### src/rtl/uart_rx_pkg.sv
// rtl/uart_rx_pkg.sv - shared constants and FSM encoding for the memory-mapped UART receiver
//   Register word offsets, STATUS/CTRL bit positions and receiver state type.
package uart_rx_pkg;

  // Register word offsets from BASE_ADDR
  localparam logic [1:0] REG_RXDATA = 2'd0;
  localparam logic [1:0] REG_STATUS = 2'd1;
  localparam logic [1:0] REG_POP    = 2'd2;
  localparam logic [1:0] REG_CTRL   = 2'd3;

  // STATUS bit positions
  localparam int ST_NOT_EMPTY = 0;
  localparam int ST_FULL      = 1;
  localparam int ST_OVERRUN   = 2;
  localparam int ST_FRAMING   = 3;
  localparam int ST_PARITY    = 4;
  localparam int ST_COUNT_LSB = 8;

  // CTRL bit positions
  localparam int CTRL_RX_EN   = 0;
  localparam int CTRL_CLR_ERR = 1;

  typedef enum logic [2:0] {
    S_IDLE,
    S_START,
    S_DATA,
    S_PARITY,
    S_STOP,
    S_BREAK
  } rx_state_t;

endpackage

### src/rtl/uart_rx_fifo.sv
// rtl/uart_rx_fifo.sv - 8-bit synchronous FIFO holding received bytes
//   Ports: clk, rst_n (async active-low), i_push/i_data write side,
//   i_pop read side, o_data (head), o_full, o_empty, o_count (FIFO_AW+1 bits).
//   A pop on empty is ignored; a push on full is accepted only when a pop
//   happens in the same cycle.
module uart_rx_fifo #(
  parameter int FIFO_AW = 3
) (
  input  logic             clk,
  input  logic             rst_n,
  input  logic             i_push,
  input  logic [7:0]       i_data,
  input  logic             i_pop,
  output logic [7:0]       o_data,
  output logic             o_full,
  output logic             o_empty,
  output logic [FIFO_AW:0] o_count
);

  localparam int DEPTH = 1 << FIFO_AW;
  localparam logic [FIFO_AW:0] DEPTH_C = (FIFO_AW + 1)'(DEPTH);

  logic [7:0]         r_mem [DEPTH];
  logic [FIFO_AW-1:0] r_wr_ptr;
  logic [FIFO_AW-1:0] r_rd_ptr;
  logic [FIFO_AW:0]   r_count;
  logic               w_do_push;
  logic               w_do_pop;

  assign o_empty   = (r_count == '0);
  assign o_full    = (r_count == DEPTH_C);
  assign o_count   = r_count;
  assign o_data    = r_mem[r_rd_ptr];
  assign w_do_pop  = i_pop & ~o_empty;
  // When full, a simultaneous pop frees the slot the push lands in.
  assign w_do_push = i_push & (~o_full | w_do_pop);

  always_ff @(posedge clk) begin
    if (w_do_push) r_mem[r_wr_ptr] <= i_data;
  end

  always_ff @(posedge clk or negedge rst_n) begin
    if (!rst_n) begin
      r_wr_ptr <= '0;
      r_rd_ptr <= '0;
      r_count  <= '0;
    end else begin
      if (w_do_push) r_wr_ptr <= r_wr_ptr + 1'b1;
      if (w_do_pop)  r_rd_ptr <= r_rd_ptr + 1'b1;
      case ({w_do_push, w_do_pop})
        2'b10:   r_count <= r_count + 1'b1;
        2'b01:   r_count <= r_count - 1'b1;
        default: r_count <= r_count;
      endcase
    end
  end

endmodule

### src/rtl/uart_rx_mm.sv
// rtl/uart_rx_mm.sv - memory-mapped 8N1 UART receiver with byte FIFO and level IRQ
//   Ports: clk, rst (async active-low), RxD (async serial in, idle high),
//   inputData/inputAddr/wrEn (CPU write), outputAddr/outputData (comb read),
//   irq (registered rxEn & FIFO not empty).
//   Registers at BASE_ADDR+0..3: RXDATA, STATUS, POP, CTRL.
//   Define UART_RX_PARITY_EN for 8E1 frames with a parity check state.
module uart_rx_mm
  import uart_rx_pkg::*;
#(
  parameter logic [31:0] BASE_ADDR    = 32'h0000_0400,
  parameter int          CLKS_PER_BIT = 434,
  parameter int          FIFO_AW      = 3
) (
  input  logic        clk,
  input  logic        rst,
  input  logic        RxD,
  input  logic [31:0] inputData,
  input  logic [31:0] inputAddr,
  input  logic        wrEn,
  input  logic [31:0] outputAddr,
  output logic [31:0] outputData,
  output logic        irq
);

  localparam logic [15:0] CNT_FULL = 16'(CLKS_PER_BIT);
  localparam logic [15:0] CNT_HALF = 16'(CLKS_PER_BIT / 2);

  logic             r_rx_s1, r_rx_s2;
  logic             w_rx;
  rx_state_t        r_state, w_state_nxt;
  logic [15:0]      r_cnt, w_cnt_nxt;
  logic [2:0]       r_bit_idx, w_bit_idx_nxt;
  logic [7:0]       r_shift, w_shift_nxt;
  logic             w_expire;
  logic             w_push, w_frm_set;
  logic             r_rx_en, r_overrun, r_frm_err, r_irq;
  logic [31:0]      w_wr_off, w_rd_off;
  logic             w_wr_hit, w_pop_req, w_ctrl_wr, w_clr, w_ovr_set;
  logic [7:0]       w_head;
  logic             w_full, w_empty;
  logic [FIFO_AW:0] w_count;
  logic [31:0]      w_status;
  logic             w_unused;
`ifdef UART_RX_PARITY_EN
  logic             r_par_bad, w_par_bad_nxt;
  logic             w_par_set;
  logic             r_par_err;
`endif

  assign w_rx     = r_rx_s2;
  assign w_expire = (r_cnt == 16'd1);
  assign w_unused = ^inputData[31:2];

  // Write decode: only the low two offset bits select a register once in range.
  assign w_wr_off  = inputAddr - BASE_ADDR;
  assign w_wr_hit  = wrEn & (w_wr_off[31:2] == 30'd0);
  assign w_pop_req = w_wr_hit & (w_wr_off[1:0] == REG_POP);
  assign w_ctrl_wr = w_wr_hit & (w_wr_off[1:0] == REG_CTRL);
  assign w_clr     = w_ctrl_wr & inputData[CTRL_CLR_ERR];
  // A pop in the same cycle makes room, so only push-without-pop on full overruns.
  assign w_ovr_set = w_push & w_full & ~w_pop_req;

  uart_rx_fifo #(.FIFO_AW(FIFO_AW)) u_fifo (
    .clk     (clk),
    .rst_n   (rst),
    .i_push  (w_push),
    .i_data  (r_shift),
    .i_pop   (w_pop_req),
    .o_data  (w_head),
    .o_full  (w_full),
    .o_empty (w_empty),
    .o_count (w_count)
  );

  always_comb begin
    w_state_nxt   = r_state;
    w_cnt_nxt     = (r_cnt != 16'd0) ? r_cnt - 16'd1 : 16'd0;
    w_bit_idx_nxt = r_bit_idx;
    w_shift_nxt   = r_shift;
    w_push        = 1'b0;
    w_frm_set     = 1'b0;
`ifdef UART_RX_PARITY_EN
    w_par_bad_nxt = r_par_bad;
    w_par_set     = 1'b0;
`endif
    if (!r_rx_en) begin
      w_state_nxt = S_IDLE;
    end else begin
      case (r_state)
        S_IDLE: begin
          if (!w_rx) begin
            w_state_nxt = S_START;
            w_cnt_nxt   = CNT_HALF;
          end
        end
        S_START: begin
          if (w_expire) begin
            if (!w_rx) begin
              w_state_nxt   = S_DATA;
              w_bit_idx_nxt = 3'd0;
              w_cnt_nxt     = CNT_FULL;
`ifdef UART_RX_PARITY_EN
              w_par_bad_nxt = 1'b0;
`endif
            end else begin
              w_state_nxt = S_IDLE;
            end
          end
        end
        S_DATA: begin
          if (w_expire) begin
            w_shift_nxt = {w_rx, r_shift[7:1]};
            w_cnt_nxt   = CNT_FULL;
            if (r_bit_idx == 3'd7) begin
`ifdef UART_RX_PARITY_EN
              w_state_nxt = S_PARITY;
`else
              w_state_nxt = S_STOP;
`endif
            end else begin
              w_bit_idx_nxt = r_bit_idx + 3'd1;
            end
          end
        end
        S_PARITY: begin
`ifdef UART_RX_PARITY_EN
          if (w_expire) begin
            // Even parity: data bits plus parity bit carry an even number of ones.
            if (w_rx != ^r_shift) begin
              w_par_bad_nxt = 1'b1;
              w_par_set     = 1'b1;
            end
            w_state_nxt = S_STOP;
            w_cnt_nxt   = CNT_FULL;
          end
`else
          w_state_nxt = S_IDLE;
`endif
        end
        S_STOP: begin
          if (w_expire) begin
            if (w_rx) begin
`ifdef UART_RX_PARITY_EN
              w_push = ~r_par_bad;
`else
              w_push = 1'b1;
`endif
              w_state_nxt = S_IDLE;
            end else begin
              w_frm_set   = 1'b1;
              w_state_nxt = S_BREAK;
            end
          end
        end
        S_BREAK: begin
          if (w_rx) w_state_nxt = S_IDLE;
        end
        default: w_state_nxt = S_IDLE;
      endcase
    end
  end

  always_ff @(posedge clk or negedge rst) begin
    if (!rst) begin
      r_rx_s1   <= 1'b1;
      r_rx_s2   <= 1'b1;
      r_state   <= S_IDLE;
      r_cnt     <= 16'd0;
      r_bit_idx <= 3'd0;
      r_shift   <= 8'd0;
      r_rx_en   <= 1'b0;
      r_overrun <= 1'b0;
      r_frm_err <= 1'b0;
      r_irq     <= 1'b0;
`ifdef UART_RX_PARITY_EN
      r_par_bad <= 1'b0;
      r_par_err <= 1'b0;
`endif
    end else begin
      r_rx_s1   <= RxD;
      r_rx_s2   <= r_rx_s1;
      r_state   <= w_state_nxt;
      r_cnt     <= w_cnt_nxt;
      r_bit_idx <= w_bit_idx_nxt;
      r_shift   <= w_shift_nxt;
      if (w_ctrl_wr) r_rx_en <= inputData[CTRL_RX_EN];
      // Set terms dominate the clear so a same-cycle error is never lost.
      r_overrun <= w_ovr_set | (r_overrun & ~w_clr);
      r_frm_err <= w_frm_set | (r_frm_err & ~w_clr);
      r_irq     <= r_rx_en & ~w_empty;
`ifdef UART_RX_PARITY_EN
      r_par_bad <= w_par_bad_nxt;
      r_par_err <= w_par_set | (r_par_err & ~w_clr);
`endif
    end
  end

  always_comb begin
    w_status                                = 32'd0;
    w_status[ST_NOT_EMPTY]                  = ~w_empty;
    w_status[ST_FULL]                       = w_full;
    w_status[ST_OVERRUN]                    = r_overrun;
    w_status[ST_FRAMING]                    = r_frm_err;
    w_status[ST_COUNT_LSB +: FIFO_AW + 1]   = w_count;
`ifdef UART_RX_PARITY_EN
    w_status[ST_PARITY]                     = r_par_err;
`endif
  end

  assign w_rd_off = outputAddr - BASE_ADDR;

  always_comb begin
    outputData = 32'd0;
    if (w_rd_off[31:2] == 30'd0) begin
      case (w_rd_off[1:0])
        REG_RXDATA: outputData[7:0] = w_empty ? 8'd0 : w_head;
        REG_STATUS: outputData = w_status;
        REG_CTRL:   outputData[CTRL_RX_EN] = r_rx_en;
        default:    outputData = 32'd0;
      endcase
    end
  end

  assign irq = r_irq;

endmodule

### config.mk
export PLATFORM = sky130hd
export DESIGN_NAME = uart_rx_mm
export DESIGN_NICKNAME = d
export VERILOG_FILES = /design/src/rtl/uart_rx_pkg.sv /design/src/rtl/uart_rx_fifo.sv /design/src/rtl/uart_rx_mm.sv
export SDC_FILE = /design/constraint.sdc
export NUM_CORES = 1
export LEC_CHECK = 0
export ABC_AREA = 1
export BUFFER_PORTS_ARGS = -buffer_cell sky130_fd_sc_hd__buf_2
export CORE_UTILIZATION = 50
export CTS_BUF_LIST = sky130_fd_sc_hd__clkbuf_16
export DETAILED_ROUTE_END_ITERATION = 8
export PLACE_DENSITY = 0.73
export SLEW_MARGIN = 10
export SYNTH_ARGS = -nofsm -noshare
export SYNTH_HDL_FRONTEND = slang
export SYNTH_HIERARCHICAL = 1
export SYNTH_SLANG_ARGS = --single-unit
### constraint.sdc
create_clock -name clk -period 3.75 [get_ports clk]
set_input_delay 0.5625 -clock clk [delete_from_list [all_inputs] [get_ports clk]]
set_output_delay 0.5625 -clock clk [all_outputs]
set_load 0.01 [all_outputs]
==> reports/qor.csv <==
stage,metric,value,unit
die,die_w,111,microns
setup_path,crit_required,3190,ps
power,p_leak,3.26,nW
synth,yosysSeqAreaShare,52.2,%
place,dp_hpwl,8780,microns
sta,setup_viol,0,
setup_path,end_kind,primary output,
synth,synth_warnings,6,
detailed_routing,dr.pass1.iters,4,
detailed_routing,viasPerCell,5.09,
setup_path,r2r_slack,940,ps
clocking,post_cts_buffers,0,
hold_path,hold_class,primary input to flip-flop,
sta,tns,0,ps
synth,syn_inst,656,
die,start_util,51.4,%
global_route,antenna_found_initial,0,
detailed_routing,drc,0,
layout,diodes,0,
synth,synth_top_cell_by_area,edfxtp_1,
die,coreArea,0.0115,sq mm
layout,final_common_cell,nand2_1,
layout,area_growth,14.1,%
global_route,overflow,0,
setup_path,arrival,2340,ps
clocking,clkTransAtPathRegs,80,ps
layout,nNetsFinal,858,
sta,layout_min_cycle_time,2900,ps
clocking,ctsLongestPathBuffers,2,
detailed_routing,wire_per_inst,13.1,microns
synth,synth_top_area_share,32.6,%
sta,timing.final.crit_share,77.3,%
layout,drive_above_1_share,19.3,%
setup_path,rr_endpoint,u_fifo/o_count[3],
synth,async_flop_share,41.8,%
flow_run,cap_viol_max_count,0,
setup_path,path_max_fanout,24,
setup_path,startpoint,u_fifo/r_rd_ptr[0],
die,num_rows,39,
detailed_routing,wl,11700,microns
global_route,grt_pass1_wl,20100,microns
power,p_per_area,343,mW/mm^2
sta,setup_ws,851,ps
synth,yosys.area_share.adder,2.25,%
global_route,grt_start_max_net_pins,47,
synth,ys_ff_latch,110,
synth,synth_edf_count,64,
place,io_buffers,82,
detailed_routing,antenna_left,0,
global_route,track_usage,20.1,%
clocking,cts-root-buf,clkbuf_16,
detailed_routing,vias,4563,
synth,synth_ff_type,edfxtp_1,
layout,postLayoutCoreUtil,58.7,%
synth,synthMuxAreaShare,2.95,%
synth,yosys.area_share.xor_xnor,2.67,%
sta,rsz0062_at_grt,false,
setup_path,reg2reg_depth,17,
synth,synth.area.top_cells,"edfxtp_1, dfrtp_1, nand2_1",
sta,slew_violations,0,
sta,fmax,345,MHz
detailed_routing,drt_iter0_markers,227,
synth,synthSimpleGateAreaFrac,25.8,%
sta,worst_pin_slew,1010,ps
power,irDropWorstVdd,0.350,mV
synth,avgSynthCellArea,8.99,sq um
setup_path,r2r_start,r_cnt[8],
place,gp_congestion,0.873,
clocking,cts_tree,done,
sta,hold_viol,0,
synth,synth_cell_types,48,
synth,synth_compound_area_share,6.49,%
clocking,cts_resized,0,
synth,syn_area,0.00590,sq mm
setup_path,path_class,flip-flop to primary output,
clocking,cts_inserted_buffers,9,
die,io_pins,133,
die,fp.dieH,111,microns
sta,relSlewSlack,32.4,%
clocking,clk_latency,350,ps
layout,final_cell_mix,"nand2_1, nor2_1, buf_2, edfxtp_1, inv_1",
setup_path,start_kind,flip-flop,
sta,fin_skew,9.74,ps
clocking,hold_buffers,0,
run_status,status,"complete, no violations",
clocking,cts.sinks,110,
global_route,grt_pass1_vias,4470,
synth,synth_top_family_by_area,simple AND/OR/NAND/NOR gates,
clocking,htreeDepth,3,
die,die-area,0.0122,sq mm
setup_path,endpoint,outputData[0],
place,dp_worst_setup_slack,586,ps
==> synth_stat cells, types with 8 or more instances <==
cell and instances:
nand2_1 128, nor2_1 121, edfxtp_1 64, inv_1 60, dfrtp_1 44, o21ai_0 33, nand3_1 27, buf_4 21
xor2_1 14, nor3_1 12, o21ai_1 12, nand4_1 11, buf_2 9, ha_1 9, o22ai_1 9, mux2i_1 8
==> state kept, by name, indices dropped and copies added, names as in the netlist <==
name	count
u_fifo/r_mem	64
r_cnt	16
r_shift	8
u_fifo/o_count	4
r_bit_idx	3
r_state	3
u_fifo/r_rd_ptr	3
u_fifo/r_wr_ptr	3
irq	1
r_frm_err	1
r_overrun	1
r_rx_en	1
r_rx_s1	1
r_rx_s2	1
==> critical path, cell delays in order, from the launching register on <==
cell and delay (ps):
dfrtp_1 580, buf_4 370, mux2i_1 250, o22ai_1 100
nand2_1 100, nand2_1 90, nor2_1 100, nor3_1 50
a31oi_1 130, nor2_1 60, buf_2 150
==> metrics by stage <==
step / cells / instance area [sq um] / total power [mW] / hold WS, ps
after floorplan: 675 / 5970 / 1.36 / 267
after global placement: 880 / 6430 / 1.40 / 347
after detailed placement: 880 / 6430 / 1.40 / 347
after CTS: 896 / 6730 / 2.34 / 295
after global routing: 896 / 6730 / 2.40 / 289
final: 896 / 6730 / 2.31 / 306
==> layer usage <==
layer | part of all wire [%] | vias to the layer above | global-route usage (%) | wire length [microns]
met3 | 4.1 | 14 | 4.83 | 479
li1 | - | 2325 | - | -
met2 | 50 | 107 | 35.4 | 5840
met4 | 1.2 | 0 | 5.07 | 142
met1 | 45 | 2117 | 24.9 | 5260
met5 | 0 | - | 0 | 0
==> layout make-up <==
cell class                 count  area [sq um]
timing repair buffer          93           493
clock buffer                   9           225
multi-input combinational    472          2450
clock inverter                 7          78.8
fill                         981          4740
inverter                      62           233
tap                          143           179
sequential                   110          3080
==> power by group <==
part           internal [mW]  switching, mW
registers               1.27       0.000365
logic                 0.0400         0.0634
clock network          0.474          0.462
total                   1.79          0.526
==> how the worst min path moves through the flow <==
| stage | from | end | cells after the start |
|---|---|---|---|
| CTS | RxD | r_rx_s1 | 1 |
| global route | RxD | r_rx_s1 | 1 |
| detailed placement | r_rx_s1 | r_rx_s2 | 0 |
| finish | RxD | r_rx_s1 | 1 |
| floorplan | rst | irq | 0 |
| global placement | r_rx_s1 | r_rx_s2 | 0 |
==> cells by family after synthesis <==
family | after synthesis
compound gates | 70
buf+inv | 93
mux | 16
fa+ha+maj | 10
simple gates | 338
xor+xnor | 18
flops | 110
other cells | 1
Note: power is estimated with default switching activity, not from simulation.
